===== config.mk =====
export PLATFORM = sky130hd
export DESIGN_NAME = mem_stage_ctrl
export DESIGN_NICKNAME = d
export VERILOG_FILES = /design/src/rtl/mem_stage_ctrl.sv
export SDC_FILE = /design/constraint.sdc
export NUM_CORES = 1
export LEC_CHECK = 0
export ABC_AREA = 1
export BUFFER_PORTS_ARGS = -buffer_cell sky130_fd_sc_hd__buf_2
export CAP_MARGIN = 20
export CORE_ASPECT_RATIO = 1.1
export CORE_MARGIN = 1.5
export CORE_UTILIZATION = 32
export DETAILED_ROUTE_END_ITERATION = 6
export SETUP_SLACK_MARGIN = 0.2
export SLEW_MARGIN = 20
export SYNTH_ARGS = -nofsm -noshare
export SYNTH_HDL_FRONTEND = slang
export SYNTH_SLANG_ARGS = --single-unit

===== constraint.sdc =====
create_clock -name clk -period 1.6 [get_ports clk]
set_input_delay 0.16 -clock clk [delete_from_list [all_inputs] [get_ports clk]]
set_output_delay 0.16 -clock clk [all_outputs]
set_load 0.05 [all_outputs]

===== src/rtl/mem_stage_ctrl.sv =====
// MEM-stage data-memory sequencer: issues one valid/ready access per EX/MEM entry,
// stalls the pipeline while it is in flight, and formats load data.
module mem_stage_ctrl #(
    parameter int unsigned TIMEOUT = 255
) (
    input  logic        clk,
    input  logic        rstn,
    input  logic        mem_read,
    input  logic        mem_write,
    input  logic [2:0]  mem_funct3,
    input  logic [31:0] mem_addr,
    input  logic [31:0] mem_wdata,
    output logic        dmem_req,
    output logic        dmem_we,
    output logic [31:0] dmem_addr,
    output logic [3:0]  dmem_be,
    output logic [31:0] dmem_wdata,
    input  logic        dmem_ready,
    input  logic [31:0] dmem_rdata,
    output logic        stall,
    output logic [31:0] load_data,
    output logic        load_valid,
    output logic        misaligned,
    output logic        bus_err
);

    localparam logic [7:0] TIMEOUT_CNT = 8'(TIMEOUT);
    localparam logic [1:0] SZ_BYTE = 2'd0;
    localparam logic [1:0] SZ_HALF = 2'd1;
    localparam logic [1:0] SZ_WORD = 2'd2;

    typedef enum logic [1:0] {
        ST_IDLE   = 2'd0,
        ST_ACCESS = 2'd1,
        ST_DONE   = 2'd2
    } state_t;

    state_t      r_state;
    logic [7:0]  r_cnt;
    logic [1:0]  r_size;
    logic        r_unsigned;
    logic [1:0]  r_off;

    logic        w_access;
    logic        w_misal;
    logic        w_start;
    logic [1:0]  w_size;
    logic [3:0]  w_be;
    logic [31:0] w_wdata;
    logic [7:0]  w_rbyte [4];
    logic [7:0]  w_sel_byte;
    logic [15:0] w_sel_half;
    logic [31:0] w_load_ext;

    assign w_access = mem_read | mem_write;
    // funct3[1:0]=11 has no RV32 meaning here and is handled as a word access
    assign w_size   = mem_funct3[1] ? SZ_WORD : (mem_funct3[0] ? SZ_HALF : SZ_BYTE);

    always_comb begin
        w_misal = 1'b0;
        case (w_size)
            SZ_HALF: w_misal = mem_addr[0];
            SZ_WORD: w_misal = |mem_addr[1:0];
            default: w_misal = 1'b0;
        endcase
    end

    assign w_start    = (r_state == ST_IDLE) && w_access && !w_misal;
    assign misaligned = rstn && (r_state == ST_IDLE) && w_access && w_misal;
    assign stall      = rstn && (w_start || (r_state == ST_ACCESS));

    always_comb begin
        w_be    = 4'b1111;
        w_wdata = mem_wdata;
        if (mem_write) begin
            case (w_size)
                SZ_BYTE: begin
                    w_be    = 4'b0001 << mem_addr[1:0];
                    w_wdata = {4{mem_wdata[7:0]}};
                end
                SZ_HALF: begin
                    w_be    = mem_addr[1] ? 4'b1100 : 4'b0011;
                    w_wdata = {2{mem_wdata[15:0]}};
                end
                default: begin
                    w_be    = 4'b1111;
                    w_wdata = mem_wdata;
                end
            endcase
        end
    end

    genvar gi;
    generate
        for (gi = 0; gi < 4; gi++) begin : g_lane
            assign w_rbyte[gi] = dmem_rdata[8*gi +: 8];
        end
    endgenerate

    assign w_sel_byte = w_rbyte[r_off];
    assign w_sel_half = r_off[1] ? dmem_rdata[31:16] : dmem_rdata[15:0];

    always_comb begin
        case (r_size)
            SZ_BYTE: w_load_ext = {{24{~r_unsigned & w_sel_byte[7]}}, w_sel_byte};
            SZ_HALF: w_load_ext = {{16{~r_unsigned & w_sel_half[15]}}, w_sel_half};
            default: w_load_ext = dmem_rdata;
        endcase
    end

    always_ff @(posedge clk or negedge rstn) begin
        if (!rstn) begin
            r_state    <= ST_IDLE;
            r_cnt      <= 8'd0;
            r_size     <= SZ_BYTE;
            r_unsigned <= 1'b0;
            r_off      <= 2'd0;
            dmem_req   <= 1'b0;
            dmem_we    <= 1'b0;
            dmem_addr  <= 32'd0;
            dmem_be    <= 4'd0;
            dmem_wdata <= 32'd0;
            load_data  <= 32'd0;
            load_valid <= 1'b0;
            bus_err    <= 1'b0;
        end else begin
            load_valid <= 1'b0;
            bus_err    <= 1'b0;
            case (r_state)
                ST_IDLE: begin
                    if (w_start) begin
                        dmem_req   <= 1'b1;
                        dmem_we    <= mem_write;
                        dmem_addr  <= {mem_addr[31:2], 2'b00};
                        dmem_be    <= w_be;
                        dmem_wdata <= w_wdata;
                        r_size     <= w_size;
                        r_unsigned <= mem_funct3[2];
                        r_off      <= mem_addr[1:0];
                        r_cnt      <= 8'd1;
                        r_state    <= ST_ACCESS;
                    end
                end
                ST_ACCESS: begin
                    // ready wins over timeout when both land in the last allowed cycle
                    if (dmem_ready) begin
                        dmem_req <= 1'b0;
                        if (!dmem_we) begin
                            load_data  <= w_load_ext;
                            load_valid <= 1'b1;
                        end
                        r_state <= ST_DONE;
                    end else if (r_cnt == TIMEOUT_CNT) begin
                        dmem_req <= 1'b0;
                        bus_err  <= 1'b1;
                        r_state  <= ST_DONE;
                    end else begin
                        r_cnt <= r_cnt + 8'd1;
                    end
                end
                ST_DONE: begin
                    r_state <= ST_IDLE;
                end
                default: begin
                    r_state <= ST_IDLE;
                end
            endcase
        end
    end

endmodule


==> results.py <==
metrics = {
    "placed_design": {
        "hpwl_um": 11600,
        "routabilityCongestion": 0.823,
        "port_buffers": 207,
        "pre_cts_slack_ns": 0.0681,
        "placed_area_um2": 6970,
    },
    "timing": {
        "clock_skew_ns": 0.00899,
        "fin_crit_sh": 1.04,
        "min_period_ns": 1.66,
        "slew_violations": 0,
        "setup_viol": 37,
        "slew_headroom": 0.565,
        "fin_tns_setup_ns": -1.04,
        "tightest_slew_ns": 0.653,
        "layout_setup_ws_ns": -0.0603,
        "fmax_mhz": 602,
        "whs_ns": 0.0351,
        "hold_violations": 0,
        "rsz0062_at_grt": "yes",
    },
    "critical_path": {
        "critical_path_cell_count": 6,
        "r2r_cells": 12,
        "crit_family": "flip-flops",
        "worstSetupStartpoint": "r_state[0]$_DFFE_PN0P_",
        "regToRegSetupSlack_ns": -0.05,
        "crit_path_end": "stall",
        "worstPathCellList": "nor2_4, o21ai_4, inv_2, nand2_4, a21oi_4, buf_6",
        "worst_path_max_delay_cell": "dfrtp_2",
        "crit_type": "flop to output pin",
        "cp.required_ns": 1.44,
        "critPathArrivalTime_ns": 1.50,
        "start_kind": "flop",
        "r2r-end": "dmem_wdata[31]$_DFFE_PN0P_",
        "worst-path-buf-inv": 2,
        "endpoint_kind": "output pin",
        "cpPeakStageDelay_ns": 0.42,
        "cp_max_fo": 3,
        "worst_r2r_startpoint": "r_state[0]$_DFFE_PN0P_",
    },
    "logic_synthesis": {
        "syn-instance-count": 715,
        "ys_types": 28,
        "syn-cell-area_um2": 5630,
        "yosys_register_bits": 117,
        "avgSynthCellArea_um2": 7.87,
        "synth.yosys.seq_area_share": 0.520,
        "yosysWarnings": 0,
    },
    "clock_network": {
        "tritoncts": "built",
        "cts_sinks": 117,
        "clock_path_buffers": 2,
        "h-tree-depth": 4,
        "path_clk_slew_ns": 0.06,
        "cts_made_buffers": 17,
        "insertion_delay_ns": 0.42,
        "root_buffer": "clkbuf_16",
    },
    "routing": {
        "drt-initial-drc-count": 330,
        "post_drt_wl_per_cell_um": 15.0,
        "dr_total_vias": 5824,
        "drtAntennaViolNets": 0,
        "totalWireLength_um": 18800,
        "viasPerCell": 4.64,
        "drt_pass1_iterations": 5,
        "drc": 0,
    },
    "power_and_ir_drop": {
        "leakagePower_nw": 4.67,
        "p_per_area_nw_per_um2": 2240,
        "ir_worst_vdd_mv": 1.28,
    },
    "layout": {
        "drive_above_1_share": 0.387,
        "final_util": 0.525,
        "area_delta_synth_final_pct": 60.0,
        "final_area_um2": 9010,
        "fin_nets": 1113,
        "fill_cells": 1624,
        "diodes": 0,
    },
    "run_status": {
        "status": "finished, violations left",
        "violations": "negative setup slack",
    },
    "die": {
        "initial_core_util": 0.328,
        "rows": 50,
        "die_height_um": 142,
        "chipWidth_um": 129,
        "num_io_pins": 210,
        "dieArea_um2": 18400,
        "fp.coreArea_um2": 17100,
    },
    "grt": {
        "grt_max_degree": 118,
        "grt_pass1_wl_um": 29700,
        "overflow": 0,
        "antenna_found_initial": 0,
        "grtUsageTotal": 0.208,
        "first_global_vias": 5794,
    },
    "hold_path": {
        "hold_class": "input port to flop",
    },
    "flow_run": {
        "drv_cap": 0,
    },
}
[cell usage after synthesis (all sizes together)]
cell type,count,area (µm²)
or2,2,12.5
a31oi,1,6.26
a21boi,3,22.5
nor2,38,166
xor2,2,17.5
o21a,10,75.1
o21bai,1,7.51
conb,1,3.75
nand3,42,220
nand4,6,37.5
a21oi,45,225
o21ai,57,285
inv,49,184
clkbuf,7,26.3
nand2,295,1140
buf,32,230
dfrtp,117,2930
ha,1,12.5
nor3,6,30.0
[worst min path at each step]
stage,slack [ns],end,cells after the start,start
finish,0.04,r_size[1]$_DFFE_PN0P_,3,mem_funct3[1]
CTS,0.009,load_data[2]$_DFFE_PN0P_,3,dmem_rdata[2]
detailed placement,0.34,load_data[25]$_DFFE_PN0P_,2,rstn
global route,0.02,r_size[1]$_DFFE_PN0P_,3,mem_funct3[1]
floorplan,-0.14,bus_err$_DFF_PN0_,0,rstn
global placement,0.33,load_data[25]$_DFFE_PN0P_,2,rstn
[cells in the final DEF, fill, tap and decap left out, drive strengths merged]
master and count:
nand3 43, a21oi 45, nor2 38, xor2 2
buf 274, nand4 6, a21boi 3, a31oi 1
ha 1, or2 2, dlygate4sd3 36, o21bai 1
nand2 295, o21ai 57, nor3 6, clkbuf 18
conb 2, o21a 10, bufinv 1, inv 56
dfrtp 117, clkinvlp 3, clkinv 4
[cell type report]
class	count	area, µm²	share of cell area
repair buffers	311	2430	0.270
clock buffers	17	425	0.0472
multi-input cells	512	2590	0.288
flip-flops and latches	117	2930	0.326
well taps	234	293	0.0325
inverters	49	194	0.0215
clock inverters	15	141	0.0157
[kinds of logic (layout without fill, tap and decap cells)]
kind of cell    Yosys count  after routing  share of synthesized area
fa+ha+maj                 1              1                    0.00222
compound gates          117            117                      0.110
xor+xnor                  2              2                    0.00311
other cells               1              2                   0.000666
buf+inv                  88            392                     0.0783
simple gates            389            390                      0.285
flops                   117            117                      0.520
[worst reg2reg max path, stage by stage, from the launching register on]
cell and delay [ns]:
dfrtp_2 0.42, nor2_4 0.14, o21ai_4 0.08, buf_4 0.14, buf_6 0.11, nor2_4 0.12
buf_6 0.11, buf_6 0.11, buf_6 0.10, nand2_4 0.06, inv_4 0.09, nand2_2 0.05
nand3_2 0.07
[timing repair]
action | in CTS | in global routing
endpoints found under the hold margin | 152 | 0
pin swaps | 13 | 31
gates cloned | 13 | 1
hold buffers | 36 | 0
gates resized for setup | 62 | 76
endpoints found under the setup margin | 82 | 115
setup buffers | 18 | 12
[state kept, by name, indices dropped and copies added, names as in the netlist, 2 cells and up]
signal and flops:
r_off 2, dmem_wdata 32, r_size 2, r_cnt 8, dmem_addr 30, dmem_be 4, r_state 2, load_data 32
[per-stage QoR]
stage / instances / power (mW)
6_report: 1255 / 20.2
2_1_floorplan: 716 / 12.3
3_3_place_gp: 1143 / 14.6
3_5_place_dp: 1143 / 14.7
4_1_cts: 1242 / 19.7
5_1_grt: 1255 / 21.4
[power by group]
part | internal, mW | leakage [nW] | switching (mW) | total [mW]
registers | 4.32 | 1.42 | 0.779 | 5.10
clock network | 2.16 | 0.272 | 1.51 | 3.67
logic | 3.46 | 2.98 | 7.96 | 11.4
[layer usage]
| layer | vias up | track usage | wire [µm] |
|---|---|---|---|
| met5 | - | 0 | 0 |
| met4 | 0 | 0.0632 | 287 |
| met3 | 21 | 0.0602 | 1350 |
| met2 | 212 | 0.351 | 9130 |
| met1 | 2727 | 0.258 | 8010 |
| li1 | 2864 | - | - |
No activity file was read; power rests on OpenSTA's default activity.
